**src/rtl/zbus_port_responder_if.sv**
```systemverilog
// ZX-bus I/O port signal bundle: host-driven address, data and strobes,
// plus the responder's data return path and port-claim indication.
interface zbus_port_responder_if;
    logic [15:0] za;
    logic [7:0]  zd_in;
    logic [7:0]  zd_out;
    logic        zd_oe;
    logic        iorq_n;
    logic        rd_n;
    logic        wr_n;
    logic        m1_n;
    logic        iorqge;

    // Host side: drives address, write data and strobes
    modport master (
        output za, zd_in, iorq_n, rd_n, wr_n, m1_n,
        input  zd_out, zd_oe, iorqge
    );

    // Responder side: claims the port and returns read data
    modport slave (
        input  za, zd_in, iorq_n, rd_n, wr_n, m1_n,
        output zd_out, zd_oe, iorqge
    );
endinterface

```
**src/rtl/zbus_port_responder.sv**
```systemverilog
// ZX-bus I/O port responder. Bus strobes are asynchronous to fclk and pass
// through 2-flop synchronizers. A matching IN cycle returns rdata (latched
// when the read is recognised); a matching OUT cycle pushes the written
// byte into a small write FIFO drained by an internal consumer.
module zbus_port_responder #(
    parameter logic [15:0] PORT  = 16'h00EF,
    parameter logic [15:0] MASK  = 16'h00FF,
    parameter int          DEPTH = 4
) (
    input  logic                 fclk,
    input  logic                 rst_n,
    zbus_port_responder_if.slave bus,
    output logic [7:0]           wq_data,
    output logic                 wq_valid,
    input  logic                 wq_ready,
    input  logic [7:0]           rdata,
    output logic                 rd_done,
    output logic                 ovf,
    input  logic                 ovf_clr
);
    localparam int              AW       = $clog2(DEPTH);
    localparam int              ONE      = 1;
    localparam logic [AW-1:0]   PTR_ONE  = ONE[AW-1:0];
    localparam logic [AW:0]     CNT_ONE  = ONE[AW:0];
    localparam logic [AW:0]     FULL_CNT = DEPTH[AW:0];

    typedef enum logic [2:0] {
        IDLE,
        DECODE,
        READ,
        WRITE,
        WAIT_END
    } state_t;

    // ------------------------------------------------------------------
    // Strobe synchronizers: bit 0 iorq_n, 1 rd_n, 2 wr_n, 3 m1_n
    // ------------------------------------------------------------------
    logic [3:0] strobe_raw;
    logic [3:0] strobe_sync;

    assign strobe_raw = {bus.m1_n, bus.wr_n, bus.rd_n, bus.iorq_n};

    genvar gi;
    generate
        for (gi = 0; gi < 4; gi++) begin : g_sync
            logic s1_reg;
            logic s2_reg;
            // Two-flop synchronizer, idles at the inactive (high) level
            always_ff @(posedge fclk or negedge rst_n) begin
                if (!rst_n) begin
                    s1_reg <= 1'b1;
                    s2_reg <= 1'b1;
                end else begin
                    s1_reg <= strobe_raw[gi];
                    s2_reg <= s1_reg;
                end
            end
            assign strobe_sync[gi] = s2_reg;
        end
    endgenerate

    logic iorq_s;
    logic rd_s;
    logic wr_s;
    logic m1_s;

    assign iorq_s = strobe_sync[0];
    assign rd_s   = strobe_sync[1];
    assign wr_s   = strobe_sync[2];
    assign m1_s   = strobe_sync[3];

    // ------------------------------------------------------------------
    // Arming: the synchronizers come out of reset holding "idle", so the
    // first two samples are not real. Only after a genuine idle IORQ has
    // been seen may a new cycle be decoded; a cycle already running when
    // reset lifts is sent to WAIT_END instead.
    // ------------------------------------------------------------------
    logic [1:0] settle_reg;
    logic       armed_reg;

    // Count off the synchronizer fill, then arm on the first real idle IORQ
    always_ff @(posedge fclk or negedge rst_n) begin
        if (!rst_n) begin
            settle_reg <= 2'd0;
            armed_reg  <= 1'b0;
        end else begin
            if (settle_reg != 2'd2) begin
                settle_reg <= settle_reg + 2'd1;
            end
            if (settle_reg == 2'd2 && iorq_s) begin
                armed_reg <= 1'b1;
            end
        end
    end

    // ------------------------------------------------------------------
    // Bus-cycle FSM
    // ------------------------------------------------------------------
    state_t     state_reg;
    state_t     state_next;
    logic       iorqge_reg;
    logic       iorqge_next;
    logic       zd_oe_reg;
    logic       zd_oe_next;
    logic       rd_done_reg;
    logic       rd_done_next;
    logic [7:0] zd_out_reg;
    logic       load_rdata;
    logic       push;
    logic       addr_match;

    // Address is only looked at in DECODE, where IORQ is known to be active
    assign addr_match = ((bus.za & MASK) == (PORT & MASK));

    // State register
    always_ff @(posedge fclk or negedge rst_n) begin
        if (!rst_n) begin
            state_reg <= IDLE;
        end else begin
            state_reg <= state_next;
        end
    end

    // Next-state and registered-output decisions
    always_comb begin
        state_next   = state_reg;
        iorqge_next  = iorqge_reg;
        zd_oe_next   = 1'b0;
        rd_done_next = 1'b0;
        load_rdata   = 1'b0;
        push         = 1'b0;
        case (state_reg)
            IDLE: begin
                if (!iorq_s) begin
                    // Interrupt acknowledge or an unarmed cycle: ignore it
                    if (armed_reg && m1_s) begin
                        state_next = DECODE;
                    end else begin
                        state_next = WAIT_END;
                    end
                end
            end
            DECODE: begin
                if (iorq_s) begin
                    state_next  = IDLE;
                    iorqge_next = 1'b0;
                end else if (addr_match) begin
                    iorqge_next = 1'b1;
                    if (!rd_s) begin
                        state_next = READ;
                        zd_oe_next = 1'b1;
                        load_rdata = 1'b1;
                    end else if (!wr_s) begin
                        state_next = WRITE;
                    end
                end else begin
                    state_next  = WAIT_END;
                    iorqge_next = 1'b0;
                end
            end
            READ: begin
                if (iorq_s) begin
                    state_next   = IDLE;
                    iorqge_next  = 1'b0;
                    rd_done_next = 1'b1;
                end else begin
                    zd_oe_next = 1'b1;
                end
            end
            WRITE: begin
                push       = 1'b1;
                state_next = WAIT_END;
            end
            WAIT_END: begin
                if (iorq_s) begin
                    state_next  = IDLE;
                    iorqge_next = 1'b0;
                end
            end
            default: begin
                state_next  = IDLE;
                iorqge_next = 1'b0;
            end
        endcase
    end

    // Bus-facing outputs, released asynchronously by reset
    always_ff @(posedge fclk or negedge rst_n) begin
        if (!rst_n) begin
            iorqge_reg  <= 1'b0;
            zd_oe_reg   <= 1'b0;
            rd_done_reg <= 1'b0;
            zd_out_reg  <= 8'h00;
        end else begin
            iorqge_reg  <= iorqge_next;
            zd_oe_reg   <= zd_oe_next;
            rd_done_reg <= rd_done_next;
            if (load_rdata) begin
                zd_out_reg <= rdata;
            end
        end
    end

    assign bus.iorqge = iorqge_reg;
    assign bus.zd_oe  = zd_oe_reg;
    assign bus.zd_out = zd_out_reg;
    assign rd_done    = rd_done_reg;

    // ------------------------------------------------------------------
    // Write FIFO with a registered head entry
    // ------------------------------------------------------------------
    logic [7:0]    mem [DEPTH];
    logic [AW-1:0] wr_ptr_reg;
    logic [AW-1:0] rd_ptr_reg;
    logic [AW-1:0] rd_ptr_inc;
    logic [AW:0]   count_reg;
    logic [AW:0]   count_next;
    logic [7:0]    head_reg;
    logic [7:0]    head_next;
    logic          ovf_reg;
    logic          pop;
    logic          full;
    logic          push_ok;
    logic          ovf_set;

    assign wq_valid   = (count_reg != '0);
    assign pop        = wq_valid && wq_ready;
    assign full       = (count_reg == FULL_CNT);
    // A pop in the same cycle frees the slot, so a full FIFO still accepts
    assign push_ok    = push && (!full || pop);
    assign ovf_set    = push && full && !pop;
    assign rd_ptr_inc = rd_ptr_reg + PTR_ONE;

    // Storage array, no reset on the data
    always_ff @(posedge fclk) begin
        if (push_ok) begin
            mem[wr_ptr_reg] <= bus.zd_in;
        end
    end

    // Head and occupancy selection
    always_comb begin
        head_next  = head_reg;
        count_next = count_reg;
        if (pop) begin
            if (count_reg == CNT_ONE) begin
                // Byte arriving now becomes the head straight away
                if (push_ok) begin
                    head_next = bus.zd_in;
                end
            end else begin
                head_next = mem[rd_ptr_inc];
            end
        end else if (!wq_valid && push_ok) begin
            head_next = bus.zd_in;
        end
        case ({push_ok, pop})
            2'b10:   count_next = count_reg + CNT_ONE;
            2'b01:   count_next = count_reg - CNT_ONE;
            default: count_next = count_reg;
        endcase
    end

    // Pointers, occupancy, head register and sticky overflow
    always_ff @(posedge fclk or negedge rst_n) begin
        if (!rst_n) begin
            wr_ptr_reg <= '0;
            rd_ptr_reg <= '0;
            count_reg  <= '0;
            head_reg   <= 8'h00;
            ovf_reg    <= 1'b0;
        end else begin
            if (push_ok) begin
                wr_ptr_reg <= wr_ptr_reg + PTR_ONE;
            end
            if (pop) begin
                rd_ptr_reg <= rd_ptr_inc;
            end
            count_reg <= count_next;
            head_reg  <= head_next;
            if (ovf_set) begin
                ovf_reg <= 1'b1;
            end else if (ovf_clr) begin
                ovf_reg <= 1'b0;
            end
        end
    end

    assign wq_data = head_reg;
    assign ovf     = ovf_reg;

endmodule

```
**src/flat_wrapper.sv**
```systemverilog
// flat-port wrapper written by rule: the top's interface ports become plain ports
module zbus_port_responder_flat 
#(
    parameter logic [15:0] PORT  = 16'h00EF,
    parameter logic [15:0] MASK  = 16'h00FF,
    parameter int          DEPTH = 4
)
  (fclk, rst_n, wq_data, wq_valid, wq_ready, rdata, rd_done, ovf, ovf_clr, bus_za, bus_zd_in, bus_iorq_n, bus_rd_n, bus_wr_n, bus_m1_n, bus_zd_out, bus_zd_oe, bus_iorqge);
  zbus_port_responder_if bus_i ();
  input  logic fclk;
  input  logic rst_n;
  output logic [7:0] wq_data;
  output logic wq_valid;
  input  logic wq_ready;
  input  logic [7:0] rdata;
  output logic rd_done;
  output logic ovf;
  input  logic ovf_clr;
  input wire logic [$bits(bus_i.za)-1:0] bus_za;
  input wire logic [$bits(bus_i.zd_in)-1:0] bus_zd_in;
  input wire logic [$bits(bus_i.iorq_n)-1:0] bus_iorq_n;
  input wire logic [$bits(bus_i.rd_n)-1:0] bus_rd_n;
  input wire logic [$bits(bus_i.wr_n)-1:0] bus_wr_n;
  input wire logic [$bits(bus_i.m1_n)-1:0] bus_m1_n;
  output wire logic [$bits(bus_i.zd_out)-1:0] bus_zd_out;
  output wire logic [$bits(bus_i.zd_oe)-1:0] bus_zd_oe;
  output wire logic [$bits(bus_i.iorqge)-1:0] bus_iorqge;
  assign bus_i.za = bus_za;
  assign bus_i.zd_in = bus_zd_in;
  assign bus_i.iorq_n = bus_iorq_n;
  assign bus_i.rd_n = bus_rd_n;
  assign bus_i.wr_n = bus_wr_n;
  assign bus_i.m1_n = bus_m1_n;
  assign bus_zd_out = bus_i.zd_out;
  assign bus_zd_oe = bus_i.zd_oe;
  assign bus_iorqge = bus_i.iorqge;
  zbus_port_responder #(.PORT(PORT), .MASK(MASK), .DEPTH(DEPTH)) u_core (.fclk(fclk), .rst_n(rst_n), .bus(bus_i), .wq_data(wq_data), .wq_valid(wq_valid), .wq_ready(wq_ready), .rdata(rdata), .rd_done(rd_done), .ovf(ovf), .ovf_clr(ovf_clr));
endmodule
```
**config.mk**
```make
export PLATFORM = sky130hd
export DESIGN_NAME = zbus_port_responder_flat
export DESIGN_NICKNAME = d
export VERILOG_FILES = /design/src/rtl/zbus_port_responder_if.sv /design/src/rtl/zbus_port_responder.sv /design/src/flat_wrapper.sv
export SDC_FILE = /design/constraint.sdc
export NUM_CORES = 1
export LEC_CHECK = 0
export ABC_AREA = 1
export CORE_UTILIZATION = 55
export DETAILED_ROUTE_END_ITERATION = 12
export PLACE_DENSITY = 0.84
export SYNTH_ARGS = -nofsm -noshare
export SYNTH_HDL_FRONTEND = slang
export SYNTH_SLANG_ARGS = --single-unit
export TNS_END_PERCENT = 20
```
**constraint.sdc**
```tcl
create_clock -name fclk -period 3.4 [get_ports fclk]
set_clock_uncertainty 0.1 [all_clocks]
set_input_delay 0.34 -clock fclk [delete_from_list [all_inputs] [get_ports fclk]]
set_output_delay 0.34 -clock fclk [all_outputs]
set_load 0.03 [all_outputs]
```
==> impl_metrics.yaml, run 1 <==
status:
  outcome: "finished clean"
layout:
  antenna_cells: 0
  fin_util_pct: 72.0
  fin_nets: 415
  area_delta_synth_final_pct: 25.4
  largest_reg_flops: 32
  fillers: 403
  final_layout_size_suffix_gt1_share_pct: 13.2
  finalNonFillerCells: 443
cts:
  numCtsBuffers: 9
  worstSkewPairLatency_ns: 0.33
  clockBufferDepth: 2
  path_clk_slew_ns: 0.07
  cts_hold_buf: 0
  numClockSinks: 73
  cts_setup_buffers: 0
  cts_resized: 0
  cts_tree: "built"
  htreeDepth: 3
  clockRootBuffer: "clkbuf_8"
floorplan:
  core_um2: 5540
  row_count: 27
  start_util_pct: 57.4
  die_width_um: 78.1
  boundaryPins: 61
  die_y_um: 78.1
  die_area_um2: 6090
sta:
  fin_crit_sh_pct: 66.8
  max_freq_mhz: 440
  tns_ns: 0
  fin_crit_ns: 2.27
  worst_slew_pin_slew_ns: 0.900
  holdWs_ns: 0.0306
  hold_viol: 0
  rsz0062_at_grt: "false"
  maxSlewHeadroom_pct: 40.0
  final_max_slew_viol_count: 0
  setup_viol: 0
  fin_ws_ns: 1.13
worst_setup_path:
  endpoint_kind: "output pin"
  worstPathRequired_ns: 2.96
  r2r_end: "u_core.mem[0][2]"
  reg2reg_from: "u_core.count_reg[0]"
  worst-setup-path-type: "flop to output pin"
  crit_fanout: 4
  r2r_slack_ns: 1.30
  critPathLaunchType: "flop"
  arrival_ns: 1.83
  ff2ff_path_depth: 5
drt:
  wl_um: 5500
  drt_first_iter_violations: 89
  dr_total_vias: 2196
  route.detailed.drc: 0
  wl_per_cell_um: 12.4
  first_pass_iters: 4
  vias_per_cell: 4.96
  antenna_left: 0
min_path:
  min_path_type: "primary input to asynchronous set/reset pin"
yosys:
  synth_area_per_cell_um2: 10.4
  async_reset_ff_share_pct: 56.2
  syn-cell-area_um2: 3180
  ys.flop_type: "dfrtp_1"
  yosysMostFrequentCell: "nand2_1"
  ys_top_cells_by_count: "80 x nand2_1, 38 x inv_1, 33 x dfrtp_1"
  syn_nets: 354
  synth_area_leaders: "edfxtp_1 30%, dfrtp_1 26%, nand2_1 9.4%"
  ys_types: 31
  synth_top_cell_by_area: "edfxtp_1"
  synthCells: 305
  ys_seq_area_share_pct: 62.8
  yosysWarnings: 0
  yosys_register_bits: 73
  synth_top_area_share_pct: 30.2
  synth-edff-count: 32
placed_design:
  gp_congestion: 0.777
  pre_cts_slack_ns: 1.06
  port-buffer-count: 52
  dp_hpwl_um: 4070
  placed_cells_incl_taps: 427
grt:
  grt_overflow: 0
  grt_busiest_layer: "met2"
  globalRouteMet2Util_pct: 34.6
  antenna_found_initial: 0
  use_met1_pct: 24.4
  grt_pass1_wl_um: 9420
  grt_max_degree: 42
  grt_pass1_vias: 2160
  use_met3_pct: 5.70
  gr-usage-all-layers_pct: 20.5
flow_run:
  drv_cap: 0
power:
  p_leak_nw: 1.82
  ir_worst_vdd_uv: 457
  powerDensity_nw_per_um2: 668
==> power by group <==
part | internal (mW) | switching, mW
sequential | 1.02 | 0.0929
combinational | 0.319 | 0.510
clock | 0.413 | 0.310
==> worst max-delay path, cell delays in order (launching register included) <==
cell and delay (ns):
dfrtp_1 0.41, inv_1 0.08, ha_1 0.23, nand2_2 0.10, clkdlybuf4s50_1 0.67
==> metal layers <==
| metal | share of wire [%] | up-vias | routed length, um |
|---|---|---|---|
| li1 | - | 1123 | - |
| met4 | 2.4 | 0 | 132 |
| met3 | 4.1 | 12 | 223 |
| met5 | 0 | - | 0 |
| met2 | 50 | 43 | 2750 |
| met1 | 44 | 1018 | 2400 |
==> worst max-delay path by stage <==
| stage | start | slack (ns) | depth (start not counted) | end |
|---|---|---|---|---|
| detailed placement | wq_ready | 1.06 | 5 | u_core.mem[0][0] |
| CTS | u_core.count_reg[0] | 1.10 | 4 | wq_valid |
| finish | u_core.count_reg[0] | 1.13 | 4 | wq_valid |
| floorplan | u_core.count_reg[0] | 1.62 | 5 | u_core.mem[0][0] |
| global placement | wq_ready | 1.11 | 5 | u_core.mem[2][6] |
| global route | u_core.count_reg[0] | 1.04 | 4 | wq_valid |
==> stage by stage <==
step / instance area (um^2) / power [mW]
final: 3990 / 2.67
after global routing: 3990 / 2.85
after CTS: 3990 / 2.69
after detailed placement: 3770 / 1.96
after global placement: 3770 / 1.93
after floorplan: 3180 / 1.68
==> cells in the final DEF, fill, tap and decap left out, types with 5 or more instances in the layout <==
cell type,n
clkbuf_8,9
clkdlybuf4s50_1,51
dfrtp_1,33
dfstp_2,8
edfxtp_1,32
ha_1,9
inv_1,38
nand2_1,80
nand2_2,5
nand3_1,24
nor2_1,13
o21ai_0,23
o21ai_2,9
==> kinds of logic (layout without fill, tap and decap cells) <==
logic type	after synthesis	in the layout	synth area share, %
fa+ha+maj	9	9	3.54
compound gates	40	40	7.67
simple gates	132	132	18.7
buf+inv	45	111	5.70
flops	73	73	62.8
xor+xnor	6	6	1.65
==> layout make-up <==
type,count,area (um^2),area share (%)
inverter,43,165,4.14
clock buffer,9,124,3.10
tap,72,90.1,2.26
clock inverter,7,95.1,2.38
multi-input combinational,187,1000,25.1
timing repair buffer,52,515,12.9
sequential,73,2000,50.0
Power figures use the tool's default switching activity.
==> run 2: changes to the inputs <==
--- a/config.mk
+++ b/config.mk
@@ -6,9 +6,9 @@
 export NUM_CORES = 1
 export LEC_CHECK = 0
 export ABC_AREA = 1
-export CORE_UTILIZATION = 55
+export CORE_UTILIZATION = 46
 export DETAILED_ROUTE_END_ITERATION = 12
-export PLACE_DENSITY = 0.84
+export PLACE_DENSITY = 0.75
 export SYNTH_ARGS = -nofsm -noshare
 export SYNTH_HDL_FRONTEND = slang
 export SYNTH_SLANG_ARGS = --single-unit
==> constraint.sdc (replaced) <==
create_clock -name fclk -period 1.9 [get_ports fclk]
set_clock_uncertainty 0.1 [all_clocks]
set_input_delay 0.19 -clock fclk [delete_from_list [all_inputs] [get_ports fclk]]
set_output_delay 0.19 -clock fclk [all_outputs]
set_load 0.03 [all_outputs]
==> impl_metrics.yaml, run 2 (synthesis results as in run 1) <==
status:
  outcome: "finished clean"
worst_setup_path:
  r2r_end: "u_core.mem[0][3]"
  crit_fanout: 8
  endpoint_kind: "flop"
  crit_end: "u_core.mem[0][3]"
  startpoint: "u_core.count_reg[0]"
  critPathLaunchType: "flop"
  arrival_ns: 1.74
  reg2reg_from: "u_core.count_reg[0]"
  worst-setup-path-type: "flop to flop"
  r2r_slack_ns: 0.10
  ff2ff_path_depth: 6
  worstPathRequired_ns: 1.84
cts:
  clockRootBuffer: "clkbuf_8"
  clockBufferDepth: 2
  cts_tree: "built"
  numClockSinks: 73
  cts_setup_buffers: 0
  htreeDepth: 3
  path_clk_slew_ns: 0.07
  numCtsBuffers: 9
  worstSkewPairLatency_ns: 0.34
drt:
  drt_first_iter_violations: 117
  antenna_left: 0
  route.detailed.drc: 0
  vias_per_cell: 4.88
  dr_total_vias: 2229
  wl_per_cell_um: 12.8
  wl_um: 5830
  first_pass_iters: 4
power:
  p_leak_nw: 1.85
  fin_total_pwr_mw: 4.70
  ir_worst_vdd_uv: 778
  powerDensity_nw_per_um2: 1160
placed_design:
  place_area_um2: 3840
  dp_hpwl_um: 4270
  gp_congestion: 0.793
  port-buffer-count: 52
layout:
  layout_commonest_cell: "nand2_1"
  design_area_um2: 4040
  largest_reg_flops: 32
  layout_common_cells: "80 x nand2_1, 50 x clkdlybuf4s50_1, 38 x inv_1"
  fin_nets: 424
  area_delta_synth_final_pct: 26.9
  final_layout_size_suffix_gt1_share_pct: 15.3
  antenna_cells: 0
  regArea_um2: 2000
  fillers: 545
  multi_input_comb_area_um2: 1000
sta:
  rsz0062_at_grt: "true"
  max_freq_mhz: 557
  maxSlewHeadroom_pct: 65.3
  tns_ns: 0
  worst_slew_pin_slew_ns: 0.521
  final_max_slew_viol_count: 0
  fin_crit_sh_pct: 94.5
  fin_crit_ns: 1.80
  setup_viol: 0
  hold_viol: 0
floorplan:
  die_y_um: 85.2
  boundaryPins: 61
  die_area_um2: 7250
  start_util_pct: 49.0
  row_count: 29
  core_um2: 6490
  die_width_um: 85.2
grt:
  grt_max_degree: 42
  grt_pass1_vias: 2281
  grt_overflow: 0
  globalRouteMet2Util_pct: 31.3
  antenna_found_initial: 0
  use_met1_pct: 23.1
  grt_busiest_layer: "met2"
  use_met3_pct: 4.38
  gr-usage-all-layers_pct: 18.6
  grt_pass1_wl_um: 10200
flow_run:
  drv_cap: 0
min_path:
  min_path_type: "primary input to flop"
run 2: critical path, cell delays in order (launching register included):
cell	delay (ns)
dfrtp_1	0.41
inv_1	0.09
ha_1	0.25
nand2_1	0.15
nand2_1	0.18
nor2_1	0.12
buf_4	0.19
run 2: stage by stage:
step                instances  utilization (%)  setup slack, ns  hold WS, ns
global route              457             62.2         -0.00868        0.142
detailed placement        440             59.1            0.106        0.184
floorplan                 305                -            0.119       -0.206
global placement          440             59.1            0.145        0.185
CTS                       457             62.3           0.0166        0.138
finish                    457             62.2            0.105        0.154
run 2: worst min path at each step:
| stage | startpoint | slack [ns] | endpoint | depth (start not counted) |
|---|---|---|---|---|
| floorplan | rst_n | -0.21 | u_core.armed_reg | 0 |
| global placement | rst_n | 0.19 | u_core.bus.zd_out[1] | 2 |
| detailed placement | rst_n | 0.18 | u_core.bus.zd_out[1] | 2 |
| CTS | bus_iorq_n | 0.14 | u_core.g_sync[0].s1_reg | 1 |
| global route | bus_iorq_n | 0.14 | u_core.g_sync[0].s1_reg | 1 |
| finish | bus_wr_n | 0.15 | u_core.g_sync[2].s1_reg | 1 |
run 2: where the power goes:
group          leakage [nW]  switching [mW]  internal (mW)
registers             0.783           0.178           1.83
clock network        0.0953           0.550          0.638
logic                 0.969           0.926          0.583
run 2: cell type report:
class | count | area share, %
clock buffer | 11 | 3.50
clock inverter | 5 | 1.36
inverter | 43 | 4.09
multi-input combinational | 187 | 24.8
tap | 77 | 2.39
timing repair buffer | 61 | 14.4
sequential | 73 | 49.4
run 2: metal layers:
| metal | vias to the layer above | share of wire (%) |
|---|---|---|
| met5 | - | 0 |
| met4 | 0 | 0.99 |
| met3 | 5 | 3.4 |
| met2 | 41 | 51 |
| met1 | 1053 | 44 |
| li1 | 1130 | - |
run 2: what timing repair did:
item / CTS / global route
gates resized for setup: 2 / 1
endpoints found under the setup margin: 1 / 2
endpoints found under the hold margin: 33 / 0
hold buffers: 1 / 0
==> run 3: changes to the inputs <==
==> constraint.sdc (replaced) <==
create_clock -name fclk -period 1.9 [get_ports fclk]
set_clock_uncertainty 0.1 [all_clocks]
set_input_delay 0.19 -clock fclk [delete_from_list [all_inputs] [get_ports fclk]]
set_output_delay 0.19 -clock fclk [all_outputs]
set_load 0.1 [all_outputs]
==> impl_metrics.yaml, run 3 (synthesis results as in run 1) <==
placed_design:
  pre_cts_slack_ns: 0.155
  dp_hpwl_um: 4310
  port-buffer-count: 52
  place_area_um2: 3800
  gp_congestion: 0.780
worst_setup_path:
  worstPathRequired_ns: 1.84
  r2r_slack_ns: 0.16
  worst-setup-path-type: "flop to flop"
  ff2ff_path_depth: 6
  endpoint_kind: "flop"
  arrival_ns: 1.68
  critPathLaunchType: "flop"
  crit_fanout: 8
cts:
  cts_setup_buffers: 0
  clockBufferDepth: 2
  worstSkewPairLatency_ns: 0.34
  numCtsBuffers: 9
  numClockSinks: 73
  path_clk_slew_ns: 0.07
  cts_resized: 0
  cts_tree: "built"
  htreeDepth: 3
  cts_hold_buf: 1
  clockRootBuffer: "clkbuf_8"
grt:
  grt_max_degree: 42
  gr-usage-all-layers_pct: 17.9
  grt_pass1_vias: 2205
  antenna_found_initial: 0
  grt_overflow: 0
  grt_pass1_wl_um: 9870
power:
  comb_power_share_pct: 39.5
  clockPowerShare_pct: 21.6
  netSwitchingPower_mw: 2.17
  p_leak_nw: 1.89
  powerDensity_nw_per_um2: 1290
  p_int_mw: 2.99
  ir_worst_vdd_uv: 953
  fin_total_pwr_mw: 5.16
  pwr-share-seq_pct: 38.9
  netSwitchingFraction_pct: 42.0
flow_run:
  drv_cap: 0
sta:
  rsz0062_at_grt: "false"
  worst_slew_pin_slew_ns: 0.519
  setup_viol: 0
  final_max_slew_viol_count: 0
  tns_ns: 0
  max_freq_mhz: 574
  hold_viol: 0
  fin_crit_sh_pct: 91.6
  fin_crit_ns: 1.74
  fin_ws_ns: 0.159
  maxSlewHeadroom_pct: 65.4
layout:
  final_layout_size_suffix_gt1_share_pct: 20.3
  design_area_um2: 3990
  area_delta_synth_final_pct: 25.5
  fin_util_pct: 61.5
  largest_reg_flops: 32
  layout_common_cells: "80 x nand2_1, 38 x inv_1, 33 x dfrtp_1"
  fin_nets: 424
  antenna_cells: 0
  layout_commonest_cell: "nand2_1"
status:
  outcome: "finished clean"
floorplan:
  boundaryPins: 61
  row_count: 29
  die_y_um: 85.2
  die_width_um: 85.2
  core_um2: 6490
  die_area_um2: 7250
  start_util_pct: 49.0
drt:
  antenna_left: 0
  drt_first_iter_violations: 112
  route.detailed.drc: 0
  wl_per_cell_um: 12.9
  vias_per_cell: 4.91
  wl_um: 5890
  dr_total_vias: 2242
  first_pass_iters: 4
min_path:
  whs_path_depth: 1
  min_path_type: "primary input to flop"
==> run 3: path summary, 6_finish.rpt <==
path / from / to
max: u_core.count_reg[0] / u_core.mem[2][5]
min: bus_wr_n / u_core.g_sync[2].s1_reg
max reg2reg: u_core.count_reg[0] / u_core.mem[2][5]
min reg2reg: u_core.g_sync[0].s1_reg / u_core.g_sync[0].s2_reg
max in group asynchronous: rst_n / u_core.g_sync[0].s1_reg
min in group asynchronous: rst_n / u_core.bus.zd_out[0]
==> run 3: power by group through the flow <==
stage,sequential [mW],combinational [mW],clock (mW)
finish,2.00,2.04,1.12
global route,2.03,2.23,1.22
CTS,2.01,2.05,1.15
detailed placement,2.04,2.04,0
global placement,2.03,1.99,0
floorplan,2.60,0.923,0
==> run 3: worst max-delay path, cell delays in order, from the launching register on <==
cell and delay [ns]:
dfrtp_1 0.41, inv_1 0.08, ha_1 0.24, nand2_1 0.13
nand2_1 0.17, nor2_1 0.13, buf_4 0.19
==> run 3: per-stage QoR <==
| stage | hold WS [ns] | instances |
|---|---|---|
| final | 0.157 | 457 |
| after global routing | 0.156 | 457 |
| after CTS | 0.144 | 457 |
| after detailed placement | 0.188 | 440 |
| after global placement | 0.182 | 440 |
| after floorplan | -0.206 | 305 |
==> run 3: routing by layer <==
| layer | GRT usage [%] | share of wire (%) | vias to the layer above |
|---|---|---|---|
| met5 | 0 | 0 | - |
| met4 | 10.3 | 2.3 | 0 |
| met3 | 2.82 | 2.8 | 11 |
| met2 | 29.0 | 51 | 36 |
| met1 | 22.8 | 44 | 1064 |
| li1 | - | - | 1131 |
==> run 3: cell type report <==
cell class	count	area, um^2
Timing Repair Buffer	61	546
Inverter	43	165
Sequential cell	73	2000
Clock inverter	3	15.0
Tap cell	77	96.3
Fill cell	523	2500
Multi-Input combinational cell	187	1000
Clock buffer	13	170
